`src/rtl/spi_reg_bank.sv`:
```
// spi_reg_bank: SPI command decoder and BLE packet control register bank.
// Turns received SPI bytes into register reads and writes, returns TX bytes,
// and forwards payload bytes to the external payload buffer.
module spi_reg_bank #(
  parameter int unsigned       SPI_W    = 8,
  parameter int unsigned       ADDR_W   = 7,
  parameter logic [ADDR_W-1:0] PAY_ADDR = ADDR_W'('h10)
) (
  input  logic              clk_i,
  input  logic              rst_i,
  input  logic              cs_n_i,
  input  logic              rx_valid_i,
  input  logic [SPI_W-1:0]  rx_data_i,
  output logic              tx_load_en_o,
  output logic [SPI_W-1:0]  tx_data_o,
  input  logic              pkt_busy_i,
  output logic              pkt_start_o,
  output logic              tx_enable_o,
  output logic [5:0]        channel_o,
  output logic [31:0]       access_addr_o,
  output logic [7:0]        pay_len_o,
  output logic              pay_wr_en_o,
  output logic [SPI_W-1:0]  pay_wr_data_o
);

  localparam logic [1:0]       ST_IDLE = 2'd0;
  localparam logic [1:0]       ST_CMD  = 2'd1;
  localparam logic [1:0]       ST_DATA = 2'd2;

  localparam logic [SPI_W-1:0] ACK_BYTE     = SPI_W'('hA5);
  localparam logic [31:0]      AA_RESET     = 32'h8E89_BED6;
  localparam logic [5:0]       MAX_CHANNEL  = 6'd39;

  logic [1:0]        state_q, state_d;
  logic [ADDR_W-1:0] addr_q, addr_d;
  logic              wr_q, wr_d;
  logic              tx_load_q, tx_load_d;
  logic [SPI_W-1:0]  tx_data_q, tx_data_d;
  logic              pkt_start_q, pkt_start_d;
  logic              tx_en_q, tx_en_d;
  logic [5:0]        channel_q, channel_d;
  logic [31:0]       access_addr_q, access_addr_d;
  logic [7:0]        pay_len_q, pay_len_d;
  logic              err_q, err_d;
  logic              pay_wr_en_q, pay_wr_en_d;
  logic [SPI_W-1:0]  pay_wr_data_q, pay_wr_data_d;

  logic [ADDR_W-1:0] rd_addr_c;
  logic [SPI_W-1:0]  rd_data_c;

  // Payload port is a FIFO-style window, so the address does not advance there.
  function automatic logic [ADDR_W-1:0] next_addr(input logic [ADDR_W-1:0] a);
    return (a == PAY_ADDR) ? a : a + ADDR_W'(1);
  endfunction

  // Read mux: command byte addresses directly, later bytes use the running address.
  always_comb begin
    rd_addr_c = (state_q == ST_CMD) ? rx_data_i[ADDR_W-1:0] : addr_q;
    rd_data_c = '0;
    case (rd_addr_c)
      ADDR_W'(0): rd_data_c = SPI_W'({tx_en_q, 1'b0});
      ADDR_W'(1): rd_data_c = SPI_W'(channel_q);
      ADDR_W'(2): rd_data_c = SPI_W'(access_addr_q[7:0]);
      ADDR_W'(3): rd_data_c = SPI_W'(access_addr_q[15:8]);
      ADDR_W'(4): rd_data_c = SPI_W'(access_addr_q[23:16]);
      ADDR_W'(5): rd_data_c = SPI_W'(access_addr_q[31:24]);
      ADDR_W'(6): rd_data_c = SPI_W'(pay_len_q);
      ADDR_W'(7): rd_data_c = SPI_W'({err_q, pkt_busy_i});
      default:    rd_data_c = '0;
    endcase
  end

  // Frame FSM, command decode and register write next-state logic.
  always_comb begin
    state_d       = state_q;
    addr_d        = addr_q;
    wr_d          = wr_q;
    tx_load_d     = 1'b0;
    tx_data_d     = tx_data_q;
    pkt_start_d   = 1'b0;
    tx_en_d       = tx_en_q;
    channel_d     = channel_q;
    access_addr_d = access_addr_q;
    pay_len_d     = pay_len_q;
    err_d         = err_q;
    pay_wr_en_d   = 1'b0;
    pay_wr_data_d = pay_wr_data_q;

    case (state_q)
      ST_IDLE: begin
        if (!cs_n_i) state_d = ST_CMD;
      end
      ST_CMD: begin
        if (cs_n_i) begin
          state_d = ST_IDLE;
        end else if (rx_valid_i) begin
          state_d   = ST_DATA;
          wr_d      = rx_data_i[SPI_W-1];
          tx_load_d = 1'b1;
          if (rx_data_i[SPI_W-1]) begin
            addr_d    = rx_data_i[ADDR_W-1:0];
            tx_data_d = ACK_BYTE;
          end else begin
            addr_d    = next_addr(rx_data_i[ADDR_W-1:0]);
            tx_data_d = rd_data_c;
          end
        end
      end
      ST_DATA: begin
        if (cs_n_i) begin
          state_d = ST_IDLE;
        end else if (rx_valid_i) begin
          tx_load_d = 1'b1;
          addr_d    = next_addr(addr_q);
          if (!wr_q) begin
            tx_data_d = rd_data_c;
          end else begin
            tx_data_d = '0;
            case (addr_q)
              ADDR_W'(0): begin
                tx_en_d = rx_data_i[1];
                if (rx_data_i[0]) begin
                  if (pkt_busy_i) err_d = 1'b1;
                  else            pkt_start_d = 1'b1;
                end
              end
              ADDR_W'(1): begin
                channel_d = rx_data_i[5:0];
                if (rx_data_i[5:0] > MAX_CHANNEL) err_d = 1'b1;
              end
              ADDR_W'(2): access_addr_d[7:0]   = rx_data_i[7:0];
              ADDR_W'(3): access_addr_d[15:8]  = rx_data_i[7:0];
              ADDR_W'(4): access_addr_d[23:16] = rx_data_i[7:0];
              ADDR_W'(5): access_addr_d[31:24] = rx_data_i[7:0];
              ADDR_W'(6): pay_len_d            = rx_data_i[7:0];
              ADDR_W'(7): begin
                if (rx_data_i[1]) err_d = 1'b0;
              end
              PAY_ADDR: begin
                pay_wr_en_d   = 1'b1;
                pay_wr_data_d = rx_data_i;
              end
              default: ;
            endcase
          end
        end
      end
      default: state_d = ST_IDLE;
    endcase
  end

  // State and register update with synchronous reset.
  always_ff @(posedge clk_i) begin
    if (rst_i) begin
      state_q       <= ST_IDLE;
      addr_q        <= '0;
      wr_q          <= 1'b0;
      tx_load_q     <= 1'b0;
      tx_data_q     <= '0;
      pkt_start_q   <= 1'b0;
      tx_en_q       <= 1'b0;
      channel_q     <= '0;
      access_addr_q <= AA_RESET;
      pay_len_q     <= '0;
      err_q         <= 1'b0;
      pay_wr_en_q   <= 1'b0;
      pay_wr_data_q <= '0;
    end else begin
      state_q       <= state_d;
      addr_q        <= addr_d;
      wr_q          <= wr_d;
      tx_load_q     <= tx_load_d;
      tx_data_q     <= tx_data_d;
      pkt_start_q   <= pkt_start_d;
      tx_en_q       <= tx_en_d;
      channel_q     <= channel_d;
      access_addr_q <= access_addr_d;
      pay_len_q     <= pay_len_d;
      err_q         <= err_d;
      pay_wr_en_q   <= pay_wr_en_d;
      pay_wr_data_q <= pay_wr_data_d;
    end
  end

  assign tx_load_en_o  = tx_load_q;
  assign tx_data_o     = tx_data_q;
  assign pkt_start_o   = pkt_start_q;
  assign tx_enable_o   = tx_en_q;
  assign channel_o     = channel_q;
  assign access_addr_o = access_addr_q;
  assign pay_len_o     = pay_len_q;
  assign pay_wr_en_o   = pay_wr_en_q;
  assign pay_wr_data_o = pay_wr_data_q;

endmodule

```
`config.mk`:
```
export PLATFORM = sky130hd
export DESIGN_NAME = spi_reg_bank
export DESIGN_NICKNAME = d
export VERILOG_FILES = /design/src/rtl/spi_reg_bank.sv
export SDC_FILE = /design/constraint.sdc
export NUM_CORES = 1
export LEC_CHECK = 0
export ABC_AREA = 1
export BUFFER_PORTS_ARGS = -buffer_cell sky130_fd_sc_hd__buf_2
export CAP_MARGIN = 5
export CORE_ASPECT_RATIO = 1.25
export CORE_UTILIZATION = 33
export CTS_CLUSTER_SIZE = 40
export DETAILED_ROUTE_END_ITERATION = 8
export MAX_ROUTING_LAYER = met4
export PLACE_DENSITY = 0.63
export SLEW_MARGIN = 15
export SYNTH_ARGS = -nofsm -noshare
export SYNTH_HDL_FRONTEND = slang
export SYNTH_SLANG_ARGS = --single-unit
```
`constraint.sdc`:
```
create_clock -name clk_i -period 3 [get_ports clk_i]
set_clock_uncertainty 0.2 [all_clocks]
set_input_delay 0 -clock clk_i [delete_from_list [all_inputs] [get_ports clk_i]]
set_output_delay 0 -clock clk_i [all_outputs]
set_load 0.005 [all_outputs]
```
==> flow_summary.ini <==
[clock_tree]
worstSkewPairLatency_ns = 0.34
ctsLongestPathBuffers = 2
cts_tree = built
clk_pin_slew_ns = 0.06
htreeDepth = 3
cts_sinks = 77
cts_buffers = 9
root_buffer = clkbuf_16

[logic_synthesis]
ys_ff_latch = 77
syn_area_per_cell_um2 = 7.41
syn_inst = 545
synthArstFlopShare_pct = 0
yosys_warnings = 0
synth_area_mm2 = 0.00404
synth_seq_area_share_pct = 38.2
ys_types = 36
ys.flop_type = dfxtp_1
synth_edf_count = 0
synth_nets = 568

[critical_path]
critPathMaxFanout = 9
worstPathRequired_ns = 3.02
start_kind = register
critPathMostFrequentCell = dlygate4sd3_1
worst_setup_path_end_kind = register
crit_type = reg2reg
cpMaxStageDelayCell = dlygate4sd3_1
arrival_ns = 2.93
crit_chain = inv_1, ha_1, clkinvlp_4, buf_4, nand3_1, dlygate4sd3_1, a31oi_1, dlygate4sd3_1
slowest_delay_ns = 0.58

[timing]
holdWs_ns = 0.274
hold_violations = 0
tns_ns = 0
fin_crit_sh_pct = 97.0
worstMarginPinSlew_ns = 0.743
setup_ws_ns = 0.0900
setup_violations = 0
period_minus_slack_ns = 2.91
relSlewSlack_pct = 50.3
max_freq_mhz = 344
slew_viol_final = 0

[final_layout]
fin_nets = 658
area_delta_synth_final_pct = 24.4
drive_above_1_share_pct = 25.0
instances_no_fill = 801
post-route-util_pct = 42.7
stdcell_area_mm2 = 0.00503
layout_commonest_cell = nand2_1
mostFrequentLayoutCells = nand2_1, buf_2, dfxtp_1
diodes = 0

[placed_design]
pre_cts_ws_ns = 0.551
dp_cells = 766
dp_hpwl_mm = 9.60
gp_congestion = 0.940
io_buffers = 78
place_area_mm2 = 0.00454

[floorplanning]
rows = 44
dieHeight_um = 126
core_area_mm2 = 0.0118
die_x_um = 101
ios = 79
die_area_mm2 = 0.0127
start_util_pct = 34.3

[flow_run]
drv_cap = 0

[worst_hold_path]
hold_class = reg2reg

[route]
wire_per_inst_um = 16.1
vias = 4046
viasPerCell = 5.05
drt_iter0_markers = 218
ant_nets = 0
drtPass1Iterations = 5
totalWireLength_mm = 12.9
drc = 0

[grt]
grt_pass1_wl_mm = 20.1
grt_overflow = 0
grt_use_total_pct = 21.6
grt_max_degree = 43
antenna_found_initial = 0
first_global_vias = 3712

[power]
ir_drop_mv = 0.218
power_density_mw_per_mm2 = 502
power_mw = 2.52
p_leak_nw = 2.33

[outcome]
status = finished, final reports clean
[flip-flops by register name, summed over array words and instances (netlist names), 2 cells and up]
name / flops
channel_o: 6
access_addr_o: 32
tx_data_o: 8
state_q: 2
pay_len_o: 8
addr_q: 7
pay_wr_data_o: 8
[kinds of logic after synthesis]
logic type / synth area share, %
AOI/OAI and AO/OA: 20.2
xor gates and xnor gates: 1.08
adders and majority gates: 3.10
buffers and inverters: 8.36
DFF: 38.2
and+or+nand+nor: 29.1
[worst paths after layout]
check             slack [ns]         start      endpoint  cells past startpoint
setup reg to reg        0.09    state_q[0]     addr_q[3]                      8
hold reg to reg         0.27  tx_data_o[1]  tx_data_o[1]                      2
setup / recovery        0.09    state_q[0]     addr_q[3]                      8
hold / removal          0.27  tx_data_o[1]  tx_data_o[1]                      2
[per-layer routing]
| metal | GRT usage [%] | routed length [um] | up-vias |
|---|---|---|---|
| li1 | - | - | 2025 |
| met4 | 9.72 | 456 | 0 |
| met5 | - | 0 | - |
| met3 | 3.66 | 501 | 28 |
| met1 | 24.4 | 5340 | 1884 |
| met2 | 37.1 | 6600 | 109 |
[power breakdown]
group	switching, mW	leakage [nW]	internal [mW]
Sequential	0.0143	0.622	1.03
Combinational	0.267	1.56	0.107
Clock	0.436	0.152	0.665
Total	0.717	2.33	1.81
[synthesized netlist by cell type (3+ instances only)]
library cell,number,area [um^2]
o21ai_0,45,225
inv_2,11,41.3
o21ai_1,4,20.0
nor3_1,7,35.0
o211ai_1,17,128
inv_1,39,146
nor2_1,44,165
ha_1,10,125
nand2_1,95,357
dfxtp_1,77,1540
nor2_4,7,78.8
xor2_1,5,43.8
nand2_4,4,45.0
a21oi_1,51,255
clkbuf_1,13,48.8
nor2_2,4,25.0
buf_6,4,45.0
a21oi_2,3,26.3
buf_2,4,20.0
a211oi_1,9,67.6
nand3_1,55,275
nand2_2,13,81.3
o211ai_2,4,50.1
buf_4,4,30.0
[timing repair]
| item | in CTS | in global routing |
|---|---|---|
| buffers inserted | 0 | 4 |
| resized for setup | 0 | 1 |
| setup endpoints to repair | 0 | 1 |
| hold buffers | 15 | 0 |
| hold endpoints to repair | 49 | 0 |
[final cells by class]
class	instances	area, um^2
clock buffer	10	239
clock inverter	6	62.6
fill	1238	6760
inverter	51	198
multi-input combinational	392	2160
sequential	77	1540
tap	161	201
timing repair buffer	104	623
[worst max-delay path: cells and delay by family (launching register included)]
| family | cells | cell delay (ns) |
|---|---|---|
| buffers and inverters | 5 | 1.65 |
| flip-flops | 1 | 0.34 |
| AND/OR/NAND/NOR | 1 | 0.06 |
| AO/OA/AOI/OAI | 1 | 0.10 |
| adder cells (fa/ha/maj) | 1 | 0.42 |
Note: power is estimated with default switching activity, not from simulation.
